==> config.mk <==
export PLATFORM = sky130hd
export DESIGN_NAME = adder_axil_master
export DESIGN_NICKNAME = d
export VERILOG_FILES = /design/src/rtl/adder_axil_pkg.sv /design/src/rtl/adder_axil_master_wr_chan.sv /design/src/rtl/adder_axil_master.sv
export SDC_FILE = /design/constraint.sdc
export NUM_CORES = 1
export LEC_CHECK = 0
export CAP_MARGIN = 10
export CORE_MARGIN = 2
export CORE_UTILIZATION = 34
export DETAILED_ROUTE_END_ITERATION = 8
export PLACE_DENSITY = 0.63
export SLEW_MARGIN = 10
export SYNTH_ARGS = -nofsm -noshare
export SYNTH_HDL_FRONTEND = slang
export SYNTH_HIERARCHICAL = 1
export SYNTH_SLANG_ARGS = --single-unit
export TNS_END_PERCENT = 50
==> constraint.sdc <==
create_clock -name m1_axi_aclk -period 3.39 [get_ports m1_axi_aclk]
set_input_delay 0.339 -clock m1_axi_aclk [delete_from_list [all_inputs] [get_ports m1_axi_aclk]]
set_output_delay 0.339 -clock m1_axi_aclk [all_outputs]
set_load 0.02 [all_outputs]
==> src/rtl/adder_axil_pkg.sv <==
`default_nettype none
// ============================================================================
//  Module      : adder_axil_pkg
//  Description : Shared types and constants for the adder AXI4-Lite master:
//                FSM state encoding, AXI response codes and the default
//                register offsets of the adder peripheral.
//  Revision    : 1.0 - initial release
// ============================================================================
package adder_axil_pkg;

    typedef enum logic [3:0] {
        S_IDLE     = 4'd0,
        S_WR_A     = 4'd1,
        S_WR_A_B   = 4'd2,
        S_WR_B     = 4'd3,
        S_WR_B_B   = 4'd4,
        S_RD_RES   = 4'd5,
        S_RD_RES_R = 4'd6,
        S_RD_OVF   = 4'd7,
        S_RD_OVF_R = 4'd8,
        S_FIN      = 4'd9
    } state_t;

    localparam logic [1:0] RESP_OKAY   = 2'b00;
    localparam logic [1:0] RESP_SLVERR = 2'b10;

    // Register offsets shared with the adder slave
    localparam int unsigned REG_OFF_A   = 0;
    localparam int unsigned REG_OFF_B   = 4;
    localparam int unsigned REG_OFF_RES = 8;
    localparam int unsigned REG_OFF_OVF = 12;

endpackage
`default_nettype wire

==> src/rtl/adder_axil_master_wr_chan.sv <==
`default_nettype none
// ============================================================================
//  Module      : axil_wr_chan
//  Description : One AXI4-Lite write: AW and W are raised together, each held
//                with a stable payload until its own ready, then the B
//                response is awaited with bready. Reused for every write.
//  Revision    : 1.0 - initial release
// ============================================================================
module axil_wr_chan
    import adder_axil_pkg::*;
#(
    parameter int DATA_WIDTH = 32,
    parameter int ADDR_WIDTH = 8
) (
    input  logic                  clk,
    input  logic                  rst,
    input  logic                  issue,
    input  logic                  abort,
    input  logic [ADDR_WIDTH-1:0] wr_addr,
    input  logic [DATA_WIDTH-1:0] wr_data,
    output logic [ADDR_WIDTH-1:0] awaddr,
    output logic                  awvalid,
    input  logic                  awready,
    output logic [DATA_WIDTH-1:0] wdata,
    output logic                  wvalid,
    input  logic                  wready,
    input  logic [1:0]            bresp,
    input  logic                  bvalid,
    output logic                  bready,
    output logic                  addr_done,
    output logic                  resp_done,
    output logic                  resp_err
);

    // Address phase ends in the cycle the last outstanding valid handshakes
    assign addr_done = (awvalid || wvalid) &&
                       (!awvalid || awready) &&
                       (!wvalid  || wready);
    assign resp_done = bready && bvalid;
    assign resp_err  = resp_done && (bresp != RESP_OKAY);

    // Valid/ready registers; bready rises only after the address phase, so a
    // B beat arriving alongside the last handshake is consumed next cycle
    always_ff @(posedge clk) begin
        if (rst) begin
            awaddr  <= '0;
            awvalid <= 1'b0;
            wdata   <= '0;
            wvalid  <= 1'b0;
            bready  <= 1'b0;
        end else if (abort) begin
            awvalid <= 1'b0;
            wvalid  <= 1'b0;
            bready  <= 1'b0;
        end else if (issue) begin
            awaddr  <= wr_addr;
            wdata   <= wr_data;
            awvalid <= 1'b1;
            wvalid  <= 1'b1;
            bready  <= 1'b0;
        end else begin
            if (awvalid && awready) awvalid <= 1'b0;
            if (wvalid && wready)   wvalid  <= 1'b0;
            if (addr_done)          bready  <= 1'b1;
            else if (resp_done)     bready  <= 1'b0;
        end
    end

endmodule
`default_nettype wire

==> src/rtl/adder_axil_master.sv <==
`default_nettype none
// ============================================================================
//  Module      : adder_axil_master
//  Description : AXI4-Lite master running one add transaction per start:
//                write A, write B, read result, read overflow, then report
//                result/overflow/error with a one-cycle done pulse.
//  Revision    : 1.0 - initial release
// ============================================================================
module adder_axil_master
    import adder_axil_pkg::*;
#(
    parameter int          DATA_WIDTH = 32,
    parameter int          ADDR_WIDTH = 8,
    parameter int unsigned ADDR_A     = REG_OFF_A,
    parameter int unsigned ADDR_B     = REG_OFF_B,
    parameter int unsigned ADDR_RES   = REG_OFF_RES,
    parameter int unsigned ADDR_OVF   = REG_OFF_OVF,
    parameter int          TIMEOUT    = 256
) (
    input  logic                    m1_axi_aclk,
    input  logic                    m1_axi_areset,
    input  logic                    start,
    input  logic [DATA_WIDTH-1:0]   op_a,
    input  logic [DATA_WIDTH-1:0]   op_b,
    output logic                    busy,
    output logic                    done,
    output logic [DATA_WIDTH-1:0]   result,
    output logic                    overflow,
    output logic                    error,
    output logic [ADDR_WIDTH-1:0]   m1_axi_awaddr,
    output logic                    m1_axi_awvalid,
    input  logic                    m1_axi_awready,
    output logic [DATA_WIDTH-1:0]   m1_axi_wdata,
    output logic [DATA_WIDTH/8-1:0] m1_axi_wstrb,
    output logic                    m1_axi_wvalid,
    input  logic                    m1_axi_wready,
    input  logic [1:0]              m1_axi_bresp,
    input  logic                    m1_axi_bvalid,
    output logic                    m1_axi_bready,
    output logic [ADDR_WIDTH-1:0]   m1_axi_araddr,
    output logic                    m1_axi_arvalid,
    input  logic                    m1_axi_arready,
    input  logic [DATA_WIDTH-1:0]   m1_axi_rdata,
    input  logic [1:0]              m1_axi_rresp,
    input  logic                    m1_axi_rvalid,
    output logic                    m1_axi_rready
);

    localparam int CNT_W = $clog2(TIMEOUT) + 1;
    localparam logic [ADDR_WIDTH-1:0] A_OFF   = ADDR_WIDTH'(ADDR_A);
    localparam logic [ADDR_WIDTH-1:0] B_OFF   = ADDR_WIDTH'(ADDR_B);
    localparam logic [ADDR_WIDTH-1:0] RES_OFF = ADDR_WIDTH'(ADDR_RES);
    localparam logic [ADDR_WIDTH-1:0] OVF_OFF = ADDR_WIDTH'(ADDR_OVF);

    state_t                 state, nxt;
    logic [CNT_W-1:0]       tmo_cnt;
    logic                   tmo_hit, tmo;
    logic [DATA_WIDTH-1:0]  opb_hold, res_hold, res_nxt;
    logic                   ovf_hold, ovf_nxt, err_hold, err_nxt;
    logic                   wr_issue, wr_addr_done, wr_resp_done, wr_resp_err;
    logic [ADDR_WIDTH-1:0]  wr_addr;
    logic [DATA_WIDTH-1:0]  wr_data;
    logic                   ar_issue, ar_hs, r_hs, r_err;
    logic [ADDR_WIDTH-1:0]  ar_addr;

    assign m1_axi_wstrb = '1;
    assign busy    = (state != S_IDLE) && (state != S_FIN);
    assign done    = (state == S_FIN);
    assign tmo_hit = (tmo_cnt == CNT_W'(TIMEOUT - 1));
    assign ar_hs   = m1_axi_arvalid && m1_axi_arready;
    assign r_hs    = m1_axi_rready && m1_axi_rvalid;
    assign r_err   = (m1_axi_rresp != RESP_OKAY);

    axil_wr_chan #(
        .DATA_WIDTH (DATA_WIDTH),
        .ADDR_WIDTH (ADDR_WIDTH)
    ) u_wr_chan (
        .clk       (m1_axi_aclk),
        .rst       (m1_axi_areset),
        .issue     (wr_issue),
        .abort     (tmo),
        .wr_addr   (wr_addr),
        .wr_data   (wr_data),
        .awaddr    (m1_axi_awaddr),
        .awvalid   (m1_axi_awvalid),
        .awready   (m1_axi_awready),
        .wdata     (m1_axi_wdata),
        .wvalid    (m1_axi_wvalid),
        .wready    (m1_axi_wready),
        .bresp     (m1_axi_bresp),
        .bvalid    (m1_axi_bvalid),
        .bready    (m1_axi_bready),
        .addr_done (wr_addr_done),
        .resp_done (wr_resp_done),
        .resp_err  (wr_resp_err)
    );

    // State register and per-state timeout counter (cleared on every entry)
    always_ff @(posedge m1_axi_aclk) begin
        if (m1_axi_areset) begin
            state   <= S_IDLE;
            tmo_cnt <= '0;
        end else begin
            state   <= nxt;
            tmo_cnt <= (nxt != state || state == S_IDLE) ? '0 : tmo_cnt + CNT_W'(1);
        end
    end

    // Next state, channel requests and next values of the holding registers
    always_comb begin
        nxt      = state;
        wr_issue = 1'b0;
        wr_addr  = A_OFF;
        wr_data  = op_a;
        ar_issue = 1'b0;
        ar_addr  = RES_OFF;
        tmo      = 1'b0;
        res_nxt  = res_hold;
        ovf_nxt  = ovf_hold;
        err_nxt  = err_hold;
        unique case (state)
            S_IDLE: if (start) begin
                nxt      = S_WR_A;
                wr_issue = 1'b1;
                res_nxt  = '0;
                ovf_nxt  = 1'b0;
                err_nxt  = 1'b0;
            end
            S_WR_A, S_WR_B: begin
                if (wr_addr_done) nxt = (state == S_WR_A) ? S_WR_A_B : S_WR_B_B;
                else if (tmo_hit) tmo = 1'b1;
            end
            S_WR_A_B, S_WR_B_B: begin
                if (wr_resp_done) begin
                    if (wr_resp_err) begin
                        err_nxt = 1'b1;
                        nxt     = S_FIN;
                    end else if (state == S_WR_A_B) begin
                        nxt      = S_WR_B;
                        wr_issue = 1'b1;
                        wr_addr  = B_OFF;
                        wr_data  = opb_hold;
                    end else begin
                        nxt      = S_RD_RES;
                        ar_issue = 1'b1;
                        ar_addr  = RES_OFF;
                    end
                end else if (tmo_hit) begin
                    tmo = 1'b1;
                end
            end
            S_RD_RES, S_RD_OVF: begin
                if (ar_hs) nxt = (state == S_RD_RES) ? S_RD_RES_R : S_RD_OVF_R;
                else if (tmo_hit) tmo = 1'b1;
            end
            S_RD_RES_R: begin
                if (r_hs) begin
                    res_nxt = m1_axi_rdata;
                    if (r_err) begin
                        err_nxt = 1'b1;
                        nxt     = S_FIN;
                    end else begin
                        nxt      = S_RD_OVF;
                        ar_issue = 1'b1;
                        ar_addr  = OVF_OFF;
                    end
                end else if (tmo_hit) begin
                    tmo = 1'b1;
                end
            end
            S_RD_OVF_R: begin
                if (r_hs) begin
                    ovf_nxt = m1_axi_rdata[0];
                    if (r_err) err_nxt = 1'b1;
                    nxt = S_FIN;
                end else if (tmo_hit) begin
                    tmo = 1'b1;
                end
            end
            S_FIN:   nxt = S_IDLE;
            default: nxt = S_IDLE;
        endcase
        // A timed-out transaction reports no data, only the error
        if (tmo) begin
            nxt     = S_FIN;
            err_nxt = 1'b1;
            res_nxt = '0;
            ovf_nxt = 1'b0;
        end
    end

    // Read address/data handshake registers
    always_ff @(posedge m1_axi_aclk) begin
        if (m1_axi_areset) begin
            m1_axi_araddr  <= '0;
            m1_axi_arvalid <= 1'b0;
            m1_axi_rready  <= 1'b0;
        end else if (tmo) begin
            m1_axi_arvalid <= 1'b0;
            m1_axi_rready  <= 1'b0;
        end else if (ar_issue) begin
            m1_axi_araddr  <= ar_addr;
            m1_axi_arvalid <= 1'b1;
        end else if (ar_hs) begin
            m1_axi_arvalid <= 1'b0;
            m1_axi_rready  <= 1'b1;
        end else if (r_hs) begin
            m1_axi_rready  <= 1'b0;
        end
    end

    // Holding registers and reported outputs, published on entry to FIN
    always_ff @(posedge m1_axi_aclk) begin
        if (m1_axi_areset) begin
            opb_hold <= '0;
            res_hold <= '0;
            ovf_hold <= 1'b0;
            err_hold <= 1'b0;
            result   <= '0;
            overflow <= 1'b0;
            error    <= 1'b0;
        end else begin
            if (state == S_IDLE && start) opb_hold <= op_b;
            res_hold <= res_nxt;
            ovf_hold <= ovf_nxt;
            err_hold <= err_nxt;
            if (nxt == S_FIN && state != S_FIN) begin
                result   <= res_nxt;
                overflow <= ovf_nxt;
                error    <= err_nxt;
            end
        end
    end

endmodule
`default_nettype wire

==> impl_metrics.json <==
{
  "grtUsageMet2_pct": 27.5,
  "tightest_slew_ns": 0.880,
  "core_region_area_mm2": 0.0197,
  "r2r_setup_slack_ns": 0.75,
  "use_met1_pct": 23.6,
  "rsz0062_at_grt": "no",
  "peakVddDrop_v": 0.000400,
  "cts_buffer_depth": 2,
  "fin_crit_ns": 2.74,
  "finalSetupTns_ns": 0,
  "cp_max_fo": 13,
  "top_usage_layer": "met2",
  "fin_crit_sh_pct": 80.9,
  "io_pins": 201,
  "dieArea_mm2": 0.0213,
  "drt_iter0_markers": 312,
  "ant_nets": 0,
  "final_cell_area_mm2": 0.00957,
  "crit_chain": "buf_4, nor3b_1, and2_1, clkdlybuf4s50_1",
  "place_hpwl_um": 12700,
  "p_leak_nw": 3.72,
  "outcome": "completed",
  "reg2reg_depth": 7,
  "route.detailed.drc": 0,
  "final_net_count": 1072,
  "crit_cells": 4,
  "layout_commonest_cell": "clkdlybuf4s50_1",
  "grt_max_degree": 75,
  "io_buffer_count": 190,
  "relSlewSlack_pct": 40.9,
  "drv_cap": 0,
  "cp.required_ns": 3.05,
  "grt_use_total_pct": 17.5,
  "fmax_mhz": 365,
  "wirelength_um": 19200,
  "ys.flop_type": "dfxtp_1",
  "vias": 6039,
  "start_util_pct": 34.9,
  "end_kind": "output pin",
  "maxSlewViolCount": 0,
  "synth_cell_types": 57,
  "worstPathArrival_ns": 2.40,
  "clk_pin_slew_ns": 0.07,
  "setup_viol": 0,
  "rows": 51,
  "yosysTopAreaCellShare_pct": 46.7,
  "grt_pass1_vias": 5880,
  "clk_latency_ns": 0.43,
  "cts.sinks": 160,
  "critical_path_class": "flop to output pin",
  "cpPeakStageDelay_ns": 0.67,
  "cp_slowest_cell": "clkdlybuf4s50_1",
  "synth_seq_cells": 160,
  "met3_usage_pct": 5.44,
  "cts_resized": 0,
  "dpl_cell_area_mm2": 0.00896,
  "hold_buffers": 0,
  "htree_levels": 4,
  "critPathBufInv": 2,
  "synth_area_mm2": 0.00686,
  "antenna_found_initial": 0,
  "area_delta_synth_final_pct": 39.5,
  "die_y_um": 146,
  "ys_top_cells_by_area": "dfxtp_1 (47%), nand2_1 (8.3%), a21oi_1 (5.8%), mux2_2 (5.4%), a32oi_1 (4.3%)",
  "drive_gt1_share_pct": 10.2,
  "start_kind": "flop",
  "synth_top_area_cell": "dfxtp_1",
  "yosys_warnings": 6,
  "hold_violations": 0,
  "cts_setup_buffers": 0,
  "num_antenna_cells": 0,
  "vias_per_cell": 4.87,
  "synth.avg_cell_area_um2": 8.68,
  "holdWs_ns": 0.447,
  "root_buffer": "clkbuf_16",
  "skew_ns": 0.0128,
  "nFillCells": 1893,
  "hold_path_depth": 2,
  "synth-edff-count": 0,
  "postSynthCellCount": 791,
  "cts_buffers": 17,
  "avgRoutedWirePerCell_um": 15.5,
  "ys_seq_area_share_pct": 46.7,
  "async_flop_share_pct": 0,
  "die_w_um": 146,
  "grt_overflow_total": 0,
  "p_per_area_mw_per_mm2": 485,
  "finalWeightedCongestion": 0.811,
  "mostFrequentLayoutCells": "clkdlybuf4s50_1 (189), dfxtp_1 (160), nand2_1 (152), a21oi_1 (79), inv_1 (76)",
  "crit_family": "buffers and inverters",
  "cts_tree": "built",
  "grt_pass1_wl_um": 30400,
  "drt-pass1-iter-count": 5,
  "hp-class": "flop to flop"
}
worst reg2reg max path: stages, from the launching register on:
cell	delay (ns)
dfxtp_1	0.79
and4bb_2	0.35
o21ai_0	0.23
a31o_2	0.21
buf_4	0.27
buf_4	0.32
a21oi_4	0.14
nor4_1	0.26
synthesized netlist by cell type, drive strengths merged, types with 2 or more instances:
library cell	number
nor3b	2
or3	8
dfxtp	160
nor4	3
a21bo	2
mux2	33
or4	2
nor3	15
nor4b	2
a22o	32
clkbuf	30
o2bb2ai	2
a21oi	80
ha	2
conb	2
buf	40
xnor2	5
o21a	4
a32oi	34
a22oi	3
inv	76
nand3b	35
nand2	152
nor2	11
nor2b	4
nand3	8
nand4	3
nand2b	7
xor2	4
a211oi	3
o21ai	3
and2	3
o31ai	2
a2bb2oi	2
a31oi	2
per-layer routing:
metal,vias up,wire (um),share of wire [%]
met4,0,147,0.77
met1,2829,8920,47
met3,15,1420,7.4
met2,181,8690,45
met5,-,0,0
li1,3014,-,-
where the power goes:
| part | switching [mW] | total (mW) | internal [mW] |
|---|---|---|---|
| combinational | 0.350 | 0.650 | 0.301 |
| clock | 0.858 | 1.98 | 1.12 |
| sequential | 0.0537 | 2.01 | 1.96 |
cell type report:
cell class	count	area, um2	share of cell area (%)
sequential	160	3200	33.5
multi-input combinational	500	3080	32.2
timing repair buffer	207	2050	21.4
clock buffer	17	425	4.45
tap	265	332	3.46
inverter	76	285	2.98
clock inverter	15	189	1.97
kinds of logic (layout without fill, tap and decap cells):
| group | after synthesis | in the layout | synth area share [%] |
|---|---|---|---|
| XOR/XNOR | 9 | 9 | 1.15 |
| multiplexers | 33 | 33 | 5.41 |
| other | 2 | 17 | 0.109 |
| flip-flops | 160 | 160 | 46.7 |
| AND/OR/NAND/NOR | 262 | 262 | 18.8 |
| AO/OA/AOI/OAI | 177 | 177 | 17.9 |
| buffers and inverters | 146 | 315 | 9.53 |
| adder cells (fa/ha/maj) | 2 | 2 | 0.365 |
per-stage QoR:
stage                     setup WS (ns)  instances  power [mW]  utilization [%]
after floorplan                   0.949        806        2.41                -
after global placement            0.618       1208        2.70             45.6
after detailed placement          0.603       1208        2.71             45.6
final                             0.649       1240        4.64             48.7
after global routing              0.534       1240        4.83             48.7
after CTS                         0.632       1240        4.69             48.7
flip-flops by register name (all words and copies together), names as in the netlist:
register and cells:
m1_axi_rready 1, res_hold 32, tmo_cnt 9, u_wr_chan/awvalid 1, u_wr_chan/wvalid 1, result 32, m1_axi_araddr 2, u_wr_chan/bready 1
opb_hold 32, state 4, u_wr_chan/awaddr 8, overflow 1, ovf_hold 1, err_hold 1, error 1, u_wr_chan/wdata 32
m1_axi_arvalid 1
worst paths after layout:
kind,to,from
setup / recovery,done,state[3]$_SDFF_PP0_
hold / removal,result[10]$_SDFFE_PP0P_,result[10]$_SDFFE_PP0P_
setup reg to reg,tmo_cnt[1]$_SDFF_PP0_,state[0]$_SDFF_PP0_
hold reg to reg,result[10]$_SDFFE_PP0P_,result[10]$_SDFFE_PP0P_
Power figures use the tool's default switching activity.
